===== config.mk =====
export PLATFORM = sky130hd
export DESIGN_NAME = register_file_param
export DESIGN_NICKNAME = d
export VERILOG_FILES = /design/src/rtl/register_file_param.sv
export SDC_FILE = /design/constraint.sdc
export NUM_CORES = 1
export LEC_CHECK = 0
export CAP_MARGIN = 20
export CORE_MARGIN = 2
export CORE_UTILIZATION = 43
export CTS_CLUSTER_DIAMETER = 60
export CTS_CLUSTER_SIZE = 10
export DETAILED_ROUTE_END_ITERATION = 8
export GPL_TIMING_DRIVEN = 0
export PLACE_DENSITY_LB_ADDON = 0.2
export SYNTH_ARGS = -nofsm -noshare
export SYNTH_HDL_FRONTEND = slang
export SYNTH_SLANG_ARGS = --single-unit

===== constraint.sdc =====
create_clock -name clk -period 7.08 [get_ports clk]
set_input_delay 1.416 -clock clk [delete_from_list [all_inputs] [get_ports clk]]
set_output_delay 1.416 -clock clk [all_outputs]
set_load 0.005 [all_outputs]

===== src/rtl/register_file_param.sv =====
// ---------------------------------------------------------------------------
// register_file_param
//   Parametrised register file with two read ports and one write port. It sits
//   between decode (read addresses) and writeback (write port). Options:
//   - a hardwired-zero entry 0
//   - forwarding of same-cycle write data to a matching read port
//   - a background scrub sequencer that clears one entry per cycle, so the
//     array can be emptied without a full reset
//
// Ports
//   clk          rising-edge clock
//   clr_n        synchronous active-low reset (clears array, FSM, flags)
//   Write_En     write strobe, sampled at posedge
//   Write_Addr   write address
//   Write_Data   write data
//   Read_Addr_A  read address, port A
//   Read_Addr_B  read address, port B
//   OutA         port A read data (combinational)
//   OutB         port B read data (combinational)
//   scrub_req    start a sequential clear; only honoured while idle
//   busy         high while a scrub is in progress (registered)
//   write_drop   one-cycle pulse: a write arrived during a scrub and was lost
// ---------------------------------------------------------------------------
module register_file_param #(
   parameter int DATA_W   = 16,
   parameter int ADDR_W   = 3,
   parameter int ZERO_REG = 0,
   parameter int BYPASS   = 1
) (
   input  logic              clk,
   input  logic              clr_n,
   input  logic              Write_En,
   input  logic [ADDR_W-1:0] Write_Addr,
   input  logic [DATA_W-1:0] Write_Data,
   input  logic [ADDR_W-1:0] Read_Addr_A,
   input  logic [ADDR_W-1:0] Read_Addr_B,
   output logic [DATA_W-1:0] OutA,
   output logic [DATA_W-1:0] OutB,
   input  logic              scrub_req,
   output logic              busy,
   output logic              write_drop
);

   localparam int DEPTH = 2 ** ADDR_W;
   localparam logic [ADDR_W-1:0] LAST_PTR = ADDR_W'(DEPTH - 1);

   typedef enum logic [0:0] {
      ST_IDLE  = 1'b0,
      ST_SCRUB = 1'b1
   } state_t;

   state_t            state_r;
   logic [ADDR_W-1:0] ptr_r;
   logic              busy_r;
   logic              write_drop_r;
   logic [DATA_W-1:0] mem_r [DEPTH];

   logic              fwd_ok_s;
   logic              write_ok_s;
   logic [DATA_W-1:0] out_a_s;
   logic [DATA_W-1:0] out_b_s;

   // Read mux for one port. The hardwired-zero entry takes priority over
   // forwarding, so a write aimed at entry 0 never becomes visible.
   function automatic logic [DATA_W-1:0] read_port(
      input logic [ADDR_W-1:0] addr,
      input logic [DATA_W-1:0] stored,
      input logic              fwd_ok,
      input logic [ADDR_W-1:0] wr_addr,
      input logic [DATA_W-1:0] wr_data
   );
      logic [DATA_W-1:0] result;
      if ((ZERO_REG != 0) && (addr == {ADDR_W{1'b0}})) begin
         result = {DATA_W{1'b0}};
      end else if (fwd_ok && (wr_addr == addr)) begin
         result = wr_data;
      end else begin
         result = stored;
      end
      return result;
   endfunction

   // Forwarding and write acceptance qualifiers; no forwarding while scrubbing.
   always_comb begin
      fwd_ok_s   = 1'b0;
      write_ok_s = 1'b0;
      if ((BYPASS != 0) && (state_r == ST_IDLE) && Write_En) begin
         fwd_ok_s = 1'b1;
      end else begin
         fwd_ok_s = 1'b0;
      end
      // A write to the hardwired-zero entry is ignored silently (not a drop).
      if (Write_En && !((ZERO_REG != 0) && (Write_Addr == {ADDR_W{1'b0}}))) begin
         write_ok_s = 1'b1;
      end else begin
         write_ok_s = 1'b0;
      end
   end

   // Combinational read ports.
   always_comb begin
      out_a_s = read_port(Read_Addr_A, mem_r[Read_Addr_A], fwd_ok_s, Write_Addr, Write_Data);
      out_b_s = read_port(Read_Addr_B, mem_r[Read_Addr_B], fwd_ok_s, Write_Addr, Write_Data);
   end

   assign OutA       = out_a_s;
   assign OutB       = out_b_s;
   assign busy       = busy_r;
   assign write_drop = write_drop_r;

   // Array, scrub sequencer and status flags; reset wins over writes and scrubs.
   always_ff @(posedge clk) begin
      if (!clr_n) begin
         for (int i = 0; i < DEPTH; i++) begin
            mem_r[i] <= {DATA_W{1'b0}};
         end
         state_r      <= ST_IDLE;
         ptr_r        <= {ADDR_W{1'b0}};
         busy_r       <= 1'b0;
         write_drop_r <= 1'b0;
      end else begin
         // busy_r mirrors the SCRUB state, so this flags writes lost to a scrub.
         write_drop_r <= Write_En & busy_r;
         case (state_r)
            ST_IDLE: begin
               if (write_ok_s) begin
                  mem_r[Write_Addr] <= Write_Data;
               end
               // A write in the request cycle is still taken (above).
               if (scrub_req) begin
                  state_r <= ST_SCRUB;
                  busy_r  <= 1'b1;
                  ptr_r   <= {ADDR_W{1'b0}};
               end
            end
            ST_SCRUB: begin
               // scrub_req is deliberately ignored here: no queueing or restart.
               mem_r[ptr_r] <= {DATA_W{1'b0}};
               if (ptr_r == LAST_PTR) begin
                  ptr_r   <= {ADDR_W{1'b0}};
                  state_r <= ST_IDLE;
                  busy_r  <= 1'b0;
               end else begin
                  ptr_r <= ptr_r + {{(ADDR_W-1){1'b0}}, 1'b1};
               end
            end
            default: begin
               state_r <= ST_IDLE;
               busy_r  <= 1'b0;
               ptr_r   <= {ADDR_W{1'b0}};
            end
         endcase
      end
   end

endmodule


==> results of run 1 <==
==> power breakdown <==
group	switching, mW	internal, mW	leakage (nW)
Combinational	0.174	0.172	1.74
Clock	0.336	0.621	0.297
Sequential	0.0161	0.909	1.38
Total	0.527	1.70	3.42
==> metrics by stage <==
stage	area (µm²)	hold slack, ns	instances	utilization
finish	9270	0.487	827	0.532
global route	9270	0.523	827	0.532
CTS	9270	0.493	827	0.532
detailed placement	8630	0.485	795	0.496
global placement	8520	0.476	789	0.489
floorplan	7700	0.469	510	-
==> cell families after synthesis <==
logic type / share of synthesized area
AOI/OAI and AO/OA: 0.0167
buffers and inverters: 0.0361
DFF: 0.515
adders and majority gates: 0.00325
xor gates and xnor gates: 0.00682
and+or+nand+nor: 0.107
muxes: 0.315
==> registers in the layout (all words and copies together), names as in the netlist <==
signal / count
state_r: 1
ptr_r: 3
mem_r: 128
write_drop: 1
busy: 1
==> per-layer routing <==
metal	global-route usage	routed length [µm]
met3	0.0585	1670
met4	0.0913	554
met1	0.313	8920
met2	0.413	11000
met5	0	0
==> cell type report <==
type,count,area (µm²),share of cell area
Tap cell,225,282,0.0304
Inverter,2,7.51,0.000810
Clock inverter,14,206,0.0223
Clock buffer,18,429,0.0463
Multi-Input combinational cell,324,3480,0.376
Buffer,50,270,0.0292
Sequential cell,134,3960,0.428
Timing Repair Buffer,60,627,0.0676
==> final timing paths <==
path	to	cells after the start	startpoint
min reg2reg	busy$_SDFFE_PN0P_	2	busy$_SDFFE_PN0P_
max	OutB[7]	6	Read_Addr_B[1]
min	busy$_SDFFE_PN0P_	2	busy$_SDFFE_PN0P_
max reg2reg	mem_r[7][9]$_SDFFCE_PN0P_	6	state_r$_SDFF_PN0_
==> synth_stat cells, types with 2 or more instances <==
cell type,count,share of area
edfxtp_1,128,0.50
nor3_1,96,0.062
mux4_1,60,0.20
mux2_2,53,0.078
nor2_1,33,0.016
clkbuf_1,31,0.015
nand2_1,21,0.010
mux2_4,11,0.021
buf_2,9,0.0058
buf_6,9,0.013
dfxtp_1,6,0.016
o21ai_0,6,0.0039
xnor2_1,6,0.0068
mux4_2,4,0.012
nor2b_1,4,0.0032
nor3b_1,4,0.0039
a31oi_1,3,0.0024
a21boi_0,2,0.0019
a21oi_1,2,0.0013
and4b_1,2,0.0026
ha_1,2,0.0032
inv_1,2,0.00098
nand2b_1,2,0.0016
nand4_1,2,0.0016
o21ai_1,2,0.0013
o221ai_2,2,0.0039
==> critical path: cells and delay by family <==
kind	cells	cell delay, ns
multiplexers	3	1.03
buffers and inverters	3	1.45
==> reports/qor.csv, run 1 <==
stage;metric;value;unit
grt;gr-total-overflow;0;
floorplan;core;17400;µm²
final_layout;nNetsFinal;620;
setup_path;crit_required;5.66;ns
yosys;ys_types;34;
setup_path;cp-end-kind;output pin;
floorplan;die_y;138;µm
drt;drt-initial-drc-count;558;
grt;antenna_found_initial;0;
final_layout;drive_gt1_frac;0.216;
final_layout;fillerInstances;1460;
drt;vias_per_cell;6.30;
drt;drc_errors;0;
clock_tree;clock_latency;0.42;ns
clock_tree;clockBufferDepth;2;
timing;worstMarginPinSlew;1.02;ns
clock_tree;clkTransAtPathRegs;0.05;ns
timing;finClkSkew;0.00546;ns
clock_tree;cts_hold_buffers;0;
clock_tree;postCtsSetupBuffers;0;
setup_path;cp.arrival;3.90;ns
setup_path;start_kind;input port;
yosys;ys.flop_type;edfxtp_1;
timing;setup_viol;0;
setup_path;path_cells;clkbuf_1 > clkbuf_1 > mux4_1 > mux2_2 > mux2_2 > clkdlybuf4s50_1;
power_and_ir_drop;p_per_area;240;nW/µm²
setup_path;cp_slowest_cell;clkbuf_1;
yosys;yosys_warnings;0;
clock_tree;cts_tree;yes;
floorplan;start_util;0.442;
yosys;syn_inst;510;
power_and_ir_drop;p_leak;3.42;nW
clock_tree;ctsResizeCount;0;
placed_design;dp_hpwl;15000;µm
timing;final.setup.tns;0;ns
floorplan;die_x;138;µm
hold_path;hp-class;reg -> reg;
setup_path;critPathKind;in -> out;
setup_path;cp_max_fo;10;
final_layout;areaGrowthSynthToFinish;20.3;%
drt;final_antenna_net_count;0;
status;status;completed;
clock_tree;cts_buffers;17;
yosys;synth-seq-cells;134;
timing;finalHoldViolations;0;
grt;grtUsageTotal;0.246;
grt;grt_pass1_vias;5282;
yosys;synth_fp_nets;541;
floorplan;ios;63;
timing;maxSlewHeadroom;0.317;
clock_tree;clock-sinks;134;
power_and_ir_drop;finalPower;2.23;mW
power_and_ir_drop;peakVddDrop;0.175;mV
yosys;avgSynthCellArea;15.1;µm²
final_layout;diodes;0;
floorplan;rows;48;
drt;wire_per_inst;26.8;µm
floorplan;dieArea;19000;µm²
grt;grt_start_max_net_pins;17;
placed_design;gp_congestion;0.834;
yosys;synth_edf_count;128;
setup_path;cpPeakStageDelay;0.61;ns
timing;min_period_over_period;0.751;
yosys;syn_area;7700;µm²
grt;grt_pass1_wl;32400;µm
timing;min_period;5.32;ns
yosys;synthArstFlopShare;0;
drt;wl;22200;µm
flow_run;cap_violations;0;
drt;first_pass_iters;5;
clock_tree;root_buffer;clkbuf_16;
final_layout;final_cell_mix;128 x edfxtp_1, 96 x nor3_1, 60 x mux4_1;
placed_design;place_ws;1.73;ns
drt;vias;5214;
timing;finalMaxSlewViolations;0;
timing;setup_ws;1.76;ns
yosys;ys_seq_area_frac;0.515;
final_layout;mostFrequentLayoutCell;edfxtp_1;
placed_design;io_buffers;54;
timing;rsz0062_at_grt;no;
clock_tree;htree_levels;4;
timing;fmax;188;MHz
setup_path;regToRegSetupSlack;3.96;ns
No activity file was read; power rests on OpenSTA's default activity.
==> run 2, diff against run 1 <==
clock period = 4.65 ns   (was 7.08 ns; I/O delays follow)
==> results of run 2 <==
Same layout as run 1 (identical final DEF). Status: completed.
Among the figures that moved: setup slack after placement 1.73 ns -> 0.271 ns; setup slack after layout 1.76 ns -> 0.304 ns; register-to-register setup slack 3.96 ns -> 1.53 ns; total power 2.23 mW -> 3.39 mW; worst IR drop on VDD 0.175 mV -> 0.267 mV
==> patch 1: new RTL, flow settings as in run 2 <==
The parameter `DATA_W` goes from 16 to 18.
--- a/src/rtl/register_file_param.sv
+++ b/src/rtl/register_file_param.sv
@@ -22,7 +22,7 @@
 //   write_drop   one-cycle pulse: a write arrived during a scrub and was lost
 // ---------------------------------------------------------------------------
 module register_file_param #(
-   parameter int DATA_W   = 16,
+   parameter int DATA_W   = 18,
    parameter int ADDR_W   = 3,
    parameter int ZERO_REG = 0,
    parameter int BYPASS   = 1
Ports: changed (resized OutA, OutB and Write_Data); port bits go from 63 to 69. No check against the original RTL was run, so the function may have changed too.
==> patch 1 against run 2 <==
Total power up 6.8%; wire length up 9.3%; highest routed layer unchanged; critical path type unchanged; via count up 10%; synthesized area up 12%; first-iteration DRC count up 3.8%; worst setup slack better by 0.10 ns; final area up 11%; sequential cell count up 16.
==> patch 1: results (changes against run 2) <==
[status]
status=finished clean  ; unchanged

[global_routing]
grt_pass1_wl_um=36500  ; was 32400 um
grt_usage_pct=23.3  ; was 24.6%
grt_max_degree=19  ; was 17
grt_pass1_vias=5943  ; was 5282

[sta]
max-slew-margin-rel_pct=35.9  ; was 31.7%
fin_skew_ns=0.00489  ; was 0.00546 ns

[route]
wl_per_cell_um=26.1  ; was 26.8 um
drtIter0Drc=579  ; was 558
vias=5746  ; was 5214
dr.pass1.iters=4  ; was 5

[cts]
cts.clk_slew.worst_paths_ns=0.06
cts-resized-gates=0  ; unchanged
clkLatencyLatePin_ns=0.42  ; about the same
htree_levels=4  ; unchanged

[placement]
portBuffers=60  ; was 54
placed_area_um2=9700  ; was 8630 um2
gp_congestion=0.852  ; was 0.834
hpwlAfterDp_um=17200  ; was 15000 um

[synth]
synth-seq-area-share_pct=51.5  ; about the same
synth-compound-area-share_pct=1.49  ; was 1.67%
synth_cell_types=33  ; was 34
synthFlopType=edfxtp_1  ; unchanged
synth_area_leaders=edfxtp_1, mux4_1, mux2_2, nor3_1, mux2_4  ; unchanged
syn-num-nets=599  ; was 541
ys_warn_count=0  ; unchanged
synth.area.mux_share_pct=31.8  ; was 31.5%
synth-xor-area-share_pct=0.609  ; was 0.682%
synthAdderAreaFrac_pct=0.290  ; was 0.325%
netlist_top_cells_count=edfxtp_1, nor3_1, mux4_1, mux2_2, nor2_1  ; unchanged
synth_edf_count=144  ; was 128

[worst_setup_path]
ff2ff_setup_slack_ns=1.65  ; was 1.53 ns
worstPathArrival_ns=3.31  ; was 3.42 ns
crit_family=buffers and inverters  ; unchanged
critical-path-max-stage-delay_ns=0.53  ; was 0.61 ns
cp_slowest_cell=clkdlybuf4s50_1  ; was clkbuf_1
crit_start=Write_En  ; was Read_Addr_B[1]

[hold_path]
hold_path_class=reg2reg  ; unchanged
worstHoldStart=busy$_SDFFE_PN0P_  ; unchanged

[finish]
fin_area_um2=10300  ; was 9270 um2
nFillCells=1634  ; was 1460
drive_above_1_share_pct=22.6  ; was 21.6%
nets=684  ; was 620
reg.largest.list=mem_r: 144 flops, ptr_r: 3 flops  ; was mem_r: 128 flops, ptr_r: 3 flops
diodes=0  ; unchanged

[power_and_ir_drop]
p_leak_nw=3.83  ; was 3.42 nW
ir_drop_mv=0.257  ; was 0.267 mV

==> patch 1: path summary, 6_finish.rpt <==
path                                              endpoint  depth (start not counted)
worst max-delay path                              OutB[10]                          6
worst min-delay path                     busy$_SDFFE_PN0P_                          2
worst max register to register  mem_r[0][11]$_SDFFCE_PN0P_                          6
worst min register to register           busy$_SDFFE_PN0P_                          2
==> patch 1: routing by layer <==
| layer | part of all wire (%) | global-route usage, % | vias up |
|---|---|---|---|
| li1 | - | - | 2516 |
| met1 | 44 | 32.6 | 2952 |
| met2 | 48 | 36.9 | 236 |
| met3 | 5.7 | 4.20 | 42 |
| met4 | 2.3 | 8.09 | 0 |
| met5 | 0 | 0 | - |
==> patch 1: cells by family after synthesis <==
kind of cell	Yosys count
AOI/OAI and AO/OA	19
xor gates and xnor gates	6
adders and majority gates	2
buffers and inverters	58
DFF	150
muxes	144
and+or+nand+nor	187
==> patch 1: final cells by class <==
cell class                      instances  area share (%)
Tap cell                              265            3.21
Inverter                                2          0.0727
Clock buffer                           19            4.29
Multi-Input combinational cell        358            37.7
Clock inverter                         13            1.74
Sequential cell                       150            43.0
Buffer                                 56            3.00
Timing Repair Buffer                   66            6.93
==> patch 1: tightest hold or removal path: cells and delay by family, from the launching register on <==
kind            cells  cell delay (ns)
flops               1             0.32
compound gates      1             0.07
simple gates        1             0.05
==> patch 1: metrics by stage <==
stage               worst slack (ns)  cells  hold WS [ns]  power (mW)
global placement              -0.970    891         0.474        2.17
floorplan                       1.16    566         0.469        1.93
CTS                            0.434    929         0.494        3.63
detailed placement             0.449    897         0.473        2.20
global route                   0.332    929         0.522        3.72
finish                         0.407    929         0.494        3.62
==> patch 1: report_power, final <==
part	internal, mW	switching (mW)
Clock	0.909	0.535
Combinational	0.295	0.306
Sequential	1.55	0.0276
Total	2.75	0.869
==> patch 2: new RTL, config.mk and constraints of run 2 <==
Made on the original files. Put a register stage on the outputs `OutA` and `OutB`, without a reset. The values now appear one clock later. The other outputs are not delayed to match. Comments in the files are not updated.
--- a/src/rtl/register_file_param.sv
+++ b/src/rtl/register_file_param.sv
@@ -103,8 +103,10 @@
       out_b_s = read_port(Read_Addr_B, mem_r[Read_Addr_B], fwd_ok_s, Write_Addr, Write_Data);
    end
 
-   assign OutA       = out_a_s;
-   assign OutB       = out_b_s;
+   always_ff @(posedge clk) begin
+      OutA <= out_a_s;
+      OutB <= out_b_s;
+   end
    assign busy       = busy_r;
    assign write_drop = write_drop_r;
 
Check against the original RTL: not equivalent (Yosys sat finds a counterexample within 4 cycles, from zero or initial values).
==> patch 2 against run 2 <==
Hold slack better by 0.016 ns; total power rose by 9.5%; non-clock buffer count did not move; utilization fell by 0.58 points; sequential cell count is 32 higher; synthesized area is 8.3% higher; worst setup slack better by 0.50 ns; sequential share of layout area grew 3.5 points; wire length up 5.2%; clock skew up 0.0036 ns; final area rose by 7.3%; critical path type is now in2reg; largest power group is now registers.
==> patch 2: results (changes against run 2) <==
[placement]
pre_cts_slack_ns=0.371  ; was 0.271 ns
gp_congestion=0.813  ; was 0.834
hpwlAfterDp_um=15400  ; was 15000 um
placed_area_um2=9340  ; was 8630 um2
dpl.cell_count=862  ; was 795

[power_and_ir_drop]
p_seq_share_pct=46.6  ; was 41.5%
switching_power_mw=0.895  ; was 0.802 mW
total_power_mw=3.71  ; was 3.39 mW
ir_drop_mv=0.278  ; was 0.267 mV
p_leak_nw=3.69  ; was 3.42 nW
p_comb_mw=0.531  ; was 0.527 mW

[synth]
synth_area_leaders=edfxtp_1, mux4_1, dfxtp_1, mux2_2, nor3_1  ; was edfxtp_1, mux4_1, mux2_2, nor3_1, mux2_4
syn-num-nets=573  ; was 541
synth.area.mux_share_pct=29.1  ; was 31.5%
syn_avg_cell_area_um2=15.4  ; was 15.1 um2
synth-seq-area-share_pct=55.2  ; was 51.5%
synth-xor-area-share_pct=0.630  ; was 0.682%
synth-compound-area-share_pct=1.55  ; was 1.67%
netlist_top_cells_count=edfxtp_1, nor3_1, mux4_1, mux2_2, dfxtp_1  ; was edfxtp_1, nor3_1, mux4_1, mux2_2, nor2_1
synth_cell_types=34  ; unchanged
synthAdderAreaFrac_pct=0.300  ; was 0.325%

[cts]
cts-resized-gates=0  ; unchanged
max-clock-path-buffers=2  ; unchanged
cts.clk_slew.worst_paths_ns=0.06
clkLatencyLatePin_ns=0.44  ; was 0.42 ns
htree_levels=4  ; unchanged

[worst_setup_path]
r2r-end=mem_r[0][3]$_SDFFCE_PN0P_  ; was mem_r[7][9]$_SDFFCE_PN0P_
ff2ff_setup_slack_ns=1.42  ; was 1.53 ns
crit_path_max_fanout=16  ; was 10
cp_slowest_cell=nand2_1  ; was clkbuf_1
critical-path-max-stage-delay_ns=0.69  ; was 0.61 ns
reg2reg_depth=6  ; unchanged
worstPathArrival_ns=3.77  ; was 3.42 ns

[hold_path]
min_to=busy$_SDFFE_PN0P_  ; unchanged
worstHoldStart=busy$_SDFFE_PN0P_  ; unchanged

[sta]
fin_skew_ns=0.00902  ; was 0.00546 ns
hold_ws_ns=0.503  ; was 0.487 ns
max-slew-margin-rel_pct=27.4  ; was 31.7%

[finish]
reg.largest.list=mem_r: 128 flops, OutA: 16 flops, OutB: 16 flops  ; was mem_r: 128 flops, ptr_r: 3 flops
nets=652  ; was 620
finalNonFillerCells=894  ; was 827
drive_above_1_share_pct=20.5  ; was 21.6%

[route]
drtIter0Drc=604  ; was 558
vias=5459  ; was 5214
routed-wl-met2_um=11700  ; was 11000 um
drt-total-wl_um=23300  ; was 22200 um
met3_length_um=1740  ; was 1670 um
wl_met1_um=9280  ; was 8920 um

[global_routing]
grt_usage_pct=23.8  ; was 24.6%
grt_pass1_vias=5593  ; was 5282
grt_pass1_wl_um=34300  ; was 32400 um

[status]
status=finished clean  ; unchanged

[patch 2: cell count changes in the layout (fill, tap and decap cells not counted)]
cell	before	now
buf_16	0	2
clkbuf_1	32	33
bufinv_16	5	3
clkinvlp_4	4	1
buf_8	5	4
buf_6	10	9
clkinv_1	2	1
clkinv_2	2	3
dfxtp_1	6	38
clkbuf_8	0	1
clkinv_4	0	2
inv_6	1	2
[patch 2: worst max path at each step]
| stage | startpoint | slack [ns] | endpoint |
|---|---|---|---|
| floorplan | clr_n | 1.43 | mem_r[2][0]$_SDFFCE_PN0P_ |
| global placement | clr_n | -0.79 | mem_r[7][8]$_SDFFCE_PN0P_ |
| detailed placement | clr_n | 0.37 | mem_r[0][3]$_SDFFCE_PN0P_ |
| CTS | clr_n | 0.83 | mem_r[0][3]$_SDFFCE_PN0P_ |
| global route | clr_n | 0.67 | mem_r[0][3]$_SDFFCE_PN0P_ |
| finish | clr_n | 0.81 | mem_r[0][3]$_SDFFCE_PN0P_ |
[patch 2: layout make-up]
type | instances | area [um2]
clock buffer | 20 | 447
multi-input combinational | 324 | 3480
buffer | 50 | 270
clock inverter | 12 | 151
sequential | 166 | 4600
inverter | 2 | 7.51
timing repair buffer | 60 | 656
fill | 1601 | 8950
tap | 260 | 325
[patch 2: cell families (layout without fill, tap and decap cells)]
group | after synthesis | after routing
buffers and inverters | 52 | 144
AO/OA/AOI/OAI | 19 | 19
flip-flops | 166 | 166
XOR/XNOR | 6 | 6
adder cells (fa/ha/maj) | 2 | 2
AND/OR/NAND/NOR | 169 | 169
multiplexers | 128 | 128
[patch 2: routing by layer]
| metal | vias up | global-route usage [%] |
|---|---|---|
| met2 | 246 | 40.5 |
| met4 | 0 | 8.57 |
| li1 | 2356 | - |
| met3 | 40 | 4.43 |
| met5 | - | 0 |
| met1 | 2817 | 30.5 |
